File: src/rtl/mem_port_req.sv
// MEM-stage load/store requester driving the memory controller's MEM-side port.
// Optional MEMPORT_POSTED_STORE_EN: stores respond right after acceptance and complete in ST_PEND.
module mem_port_req #(
   parameter int ADDR_W = 32,
   parameter int DATA_W = 32
) (
   input  logic              clk,
   input  logic              rst,
   input  logic              rdy,
   input  logic              req_valid_i,
   input  logic              req_load_i,
   input  logic [1:0]        req_size_i,
   input  logic              req_sign_i,
   input  logic [ADDR_W-1:0] req_addr_i,
   input  logic [DATA_W-1:0] req_wdata_i,
   output logic              stall_o,
   output logic              resp_valid_o,
   output logic [DATA_W-1:0] resp_data_o,
   output logic [1:0]        mem_re_o,
   output logic              mem_rsign_o,
   output logic [1:0]        mem_we_o,
   output logic [ADDR_W-1:0] mem_addr_o,
   output logic [DATA_W-1:0] mem_wdata_o,
   input  logic              mem_busy_i,
   input  logic              mem_done_i,
   input  logic [DATA_W-1:0] mem_data_i
);

   typedef enum logic [2:0] {
      IDLE,
      WAIT_ACC,
      WAIT_DONE,
      RESP
`ifdef MEMPORT_POSTED_STORE_EN
      , ST_PEND
`endif
   } state_t;

   state_t            r_state;
   state_t            w_next;
   logic              r_load;
   logic              r_sign;
   logic [1:0]        r_size;
   logic [ADDR_W-1:0] r_addr;
   logic [DATA_W-1:0] r_wdata;
   logic [DATA_W-1:0] r_resp_data;
   logic              w_latch;
   logic              w_noop;
   logic              w_capture;
   logic              w_drive;
`ifdef MEMPORT_POSTED_STORE_EN
   logic              r_pend;
   logic              w_accept;
`endif

   always_comb begin
      w_next    = r_state;
      w_latch   = 1'b0;
      w_noop    = 1'b0;
      w_capture = 1'b0;
`ifdef MEMPORT_POSTED_STORE_EN
      w_accept  = 1'b0;
`endif
      case (r_state)
         IDLE: begin
            if (req_valid_i) begin
               if (req_size_i != 2'b00) begin
                  w_latch = 1'b1;
                  w_next  = WAIT_ACC;
               end else begin
                  w_noop = 1'b1;
                  w_next = RESP;
               end
            end
         end
         // a done seen before acceptance is an IF completion and is ignored
         WAIT_ACC: begin
            if (!mem_busy_i && !mem_done_i) begin
`ifdef MEMPORT_POSTED_STORE_EN
               w_accept = 1'b1;
               w_next   = r_load ? WAIT_DONE : RESP;
`else
               w_next   = WAIT_DONE;
`endif
            end
         end
         WAIT_DONE: begin
            if (mem_done_i) begin
               w_capture = 1'b1;
               w_next    = RESP;
            end
         end
         RESP: begin
`ifdef MEMPORT_POSTED_STORE_EN
            // a hit store may already finish during its response cycle
            w_next = (r_pend && !mem_done_i) ? ST_PEND : IDLE;
`else
            w_next = IDLE;
`endif
         end
`ifdef MEMPORT_POSTED_STORE_EN
         ST_PEND: begin
            if (mem_done_i) w_next = IDLE;
         end
`endif
         default: w_next = IDLE;
      endcase
   end

`ifdef MEMPORT_POSTED_STORE_EN
   assign w_drive = (r_state == WAIT_ACC) || (r_state == WAIT_DONE) ||
                    (r_state == ST_PEND) || ((r_state == RESP) && r_pend);
`else
   assign w_drive = (r_state == WAIT_ACC) || (r_state == WAIT_DONE);
`endif

   // request fields drop in any done cycle so a finished access is never re-sampled
   assign mem_re_o     = (w_drive && r_load && !mem_done_i)  ? r_size : 2'b00;
   assign mem_we_o     = (w_drive && !r_load && !mem_done_i) ? r_size : 2'b00;
   assign mem_addr_o   = r_addr;
   assign mem_wdata_o  = r_wdata;
   assign mem_rsign_o  = r_sign;
   assign resp_valid_o = (r_state == RESP);
   assign resp_data_o  = r_resp_data;
   assign stall_o      = req_valid_i && (r_state != RESP);

   always_ff @(posedge clk) begin
      if (rst) begin
         r_state     <= IDLE;
         r_load      <= 1'b0;
         r_sign      <= 1'b0;
         r_size      <= '0;
         r_addr      <= '0;
         r_wdata     <= '0;
         r_resp_data <= '0;
`ifdef MEMPORT_POSTED_STORE_EN
         r_pend      <= 1'b0;
`endif
      end else if (rdy) begin
         r_state <= w_next;
         if (w_latch) begin
            r_load  <= req_load_i;
            r_sign  <= req_sign_i;
            r_size  <= req_size_i;
            r_addr  <= req_addr_i;
            r_wdata <= req_wdata_i;
         end
         if (w_noop) r_resp_data <= '0;
         if (w_capture) r_resp_data <= r_load ? mem_data_i : '0;
`ifdef MEMPORT_POSTED_STORE_EN
         if (w_accept && !r_load) begin
            r_resp_data <= '0;
            r_pend      <= 1'b1;
         end else if (((r_state == RESP) || (r_state == ST_PEND)) && mem_done_i) begin
            r_pend <= 1'b0;
         end
`endif
      end
   end

endmodule

File: config.mk
export PLATFORM = sky130hd
export DESIGN_NAME = mem_port_req
export DESIGN_NICKNAME = d
export VERILOG_FILES = /design/src/rtl/mem_port_req.sv
export SDC_FILE = /design/constraint.sdc
export NUM_CORES = 1
export LEC_CHECK = 0
export ABC_AREA = 1
export BUFFER_PORTS_ARGS = -buffer_cell sky130_fd_sc_hd__buf_2
export CORE_UTILIZATION = 40
export DETAILED_ROUTE_END_ITERATION = 7
export PLACE_DENSITY = 0.73
export SLEW_MARGIN = 20
export SYNTH_ARGS = -nofsm -noshare
export SYNTH_HDL_FRONTEND = slang
export SYNTH_SLANG_ARGS = --single-unit
File: constraint.sdc
create_clock -name clk -period 2 [get_ports clk]
set_input_delay 0.2 -clock clk [delete_from_list [all_inputs] [get_ports clk]]
set_output_delay 0.2 -clock clk [all_outputs]
set_load 0.01 [all_outputs]
==> flow_summary.yaml <==
synthesis:
  ys_seq_area_frac: 0.497
  synthXorXnorAreaFrac: 0
  yosys.area.top_type: "dfxtp_1"
  syn_inst: 576
  avgSynthCellArea_um2: 7.13
  synth_fa_ha_area_frac: 0.0183
  synthTopCellsByArea: "dfxtp_1, nor2_1, nand2_1, o21ai_0, nand3_1"
  synth.distinct_cells: 19
  synth_top_family_by_area: "simple AND/OR/NAND/NOR gates"
  synth_compound_area_frac: 0.118
  yosys_register_bits: 102
  synth-simple-area-share: 0.298
  yosys-mux-area-fraction: 0
  syn-num-nets: 688
  synth_top_cell_area_share: 0.497
  synth_area_um2: 4110
  ys_warn_count: 0
grt:
  antenna_found_initial: 0
  grt-ovfl-total: 0
  grtUsageTotal: 0.200
  grt_pass1_wl_mm: 16.8
  grt_max_degree: 103
  grt_pass1_vias: 3901
pwr:
  power_switching_mw: 1.29
  max-vdd-ir-drop_mv: 0.417
  p_comb_frac: 0.193
  pwr-share-clk: 0.307
  p_sw_frac: 0.281
  p_leak_nw: 2.87
  seqPwrFrac: 0.499
  internal_power_mw: 3.31
  power.density_nw_per_um2: 847
sta:
  worst_pin_slew_ps: 529
  hold-worst-slack_ps: 54.5
  drv_slew: 0
  finalHoldViolCount: 0
  tns_ps: 0
  period_needed_ps: 1810
  layout_setup_ws_ps: 186
  skew_ps: 6.72
  finalCritPeriodShare: 0.907
  fmax_mhz: 551
  rsz0062_at_grt: "false"
  max_slew_margin: 0.646
  setup_viol_count_final: 0
run:
  max_cap_viol_count: 0
cts:
  cts_max_path_buffers: 2
  htreeDepth: 3
  cts_tree: "built"
  cts_resized: 0
  cts_sinks: 102
  cts_inserted_buffers: 9
  cts.clk_slew.worst_paths_ps: 90
  clockRootBuffer: "clkbuf_8"
  clkLatencyLatePin_ps: 360
  post-cts-setup-buffer-count: 0
  cts_hold_buf: 0
detailed_routing:
  drtAntennaViolNets: 0
  dr_total_vias: 4309
  drcViolationCount: 0
  drt-pass1-iter-count: 6
  via_per_inst: 4.78
  drtIter0Drc: 99
  routed_wirelength_mm: 10.9
  detail_route.wl_per_cell_um: 12.1
setup_path:
  endpoint_kind: "primary output"
  cp_max_fo: 5
  crit_type: "register to primary output"
  worstPathRequired_ps: 1800
  arrival_ps: 1610
  startpoint_type: "register"
floorplanning:
  core_area_um2: 9860
  die_h_um: 103
  start_util: 0.416
  die_area_um2: 10700
  rows: 36
  die_w_um: 103
  io_pins: 209
final_layout:
  fin_nets: 875
  fin_area_um2: 5430
  num_antenna_cells: 0
  drive_gt1_frac: 0.307
  syn_to_final_growth_pct: 32.3
  fin_util: 0.551
status:
  outcome: "completed"
min_path:
  hold_path.class: "primary input to register"
place:
  place.gp.congestion: 0.812
  placed_cell_area_um2: 5220
  port_buffers: 208
  dpl_worst_slack_ps: 333
  hpwl_mm: 7.50
## registers in the layout (all words and copies together), names as in the netlist
register / count
mem_addr_o: 32
mem_rsign_o: 1
r_load: 1
resp_data_o: 32
mem_wdata_o: 32
r_state: 2
r_size: 2
## Yosys cell counts, drive strengths merged
cell    count
nand3      28
a21oi      26
nand2      83
o21ai      69
o21bai      1
buf        20
clkbuf     20
nor2      200
dfxtp     102
inv        21
ha          6
## power groups by stage
stage | Clock (mW) | Combinational, mW | Sequential, mW
after floorplan | 0 | 0.450 | 2.41
after global placement | 0 | 0.871 | 2.33
after detailed placement | 0 | 0.893 | 2.34
after CTS | 1.45 | 0.895 | 2.30
after global routing | 1.52 | 1.01 | 2.32
final | 1.41 | 0.890 | 2.30
## cells by family after synthesis
logic type	count (synthesis)
and+or+nand+nor	311
DFF	102
AOI/OAI and AO/OA	96
buffers and inverters	61
adders and majority gates	6
## worst max-delay path, cell delays in order, from the launching register on
cell	delay, ps
dfxtp_1	410
inv_1	110
ha_1	320
nand3_1	120
nor2_1	140
buf_2	150
## metal layers
layer	wire, um	global-route usage	vias to the layer above
met4	218	0.102	0
met5	0	0	-
met3	905	0.0659	16
met2	5130	0.346	156
li1	-	-	2177
met1	4650	0.220	1960
## cell type report
class	instances	area, um^2
Multi-Input combinational cell	413	1780
Sequential cell	102	2040
Clock buffer	12	145
Inverter	21	78.8
Fill cell	960	4430
Timing Repair Buffer	216	1150
Tap cell	133	166
Clock inverter	4	70.1
## final timing paths
kind,start,endpoint,slack (ps),depth (start not counted)
worst max-delay path,r_state[0],mem_we_o[1],190,5
worst min-delay path,req_wdata_i[20],mem_wdata_o[20],50,3
worst max register to register,r_state[1],mem_wdata_o[3],310,7
worst min register to register,resp_data_o[20],resp_data_o[20],490,2
## through the flow
stage	cells	total power, mW
5_1_grt	901	4.85
2_1_floorplan	576	2.86
6_report	901	4.60
4_1_cts	901	4.65
3_3_place_gp	885	3.20
3_5_place_dp	885	3.23
## layout by cell type, fill, tap and decap left out
cell / count
nor2_1: 197
clkinv_2: 2
dfxtp_1: 102
clkbuf_8: 10
clkbuf_1: 2
inv_1: 19
nor2_2: 1
nand3_1: 28
buf_2: 208
nand2_2: 1
o21bai_1: 1
bufinv_16: 2
buf_4: 4
nor2_4: 2
a21oi_1: 26
nand2_1: 82
buf_12: 4
o21ai_1: 20
o21ai_0: 49
ha_1: 6
inv_2: 2
Note: power is estimated with default switching activity, not from simulation.
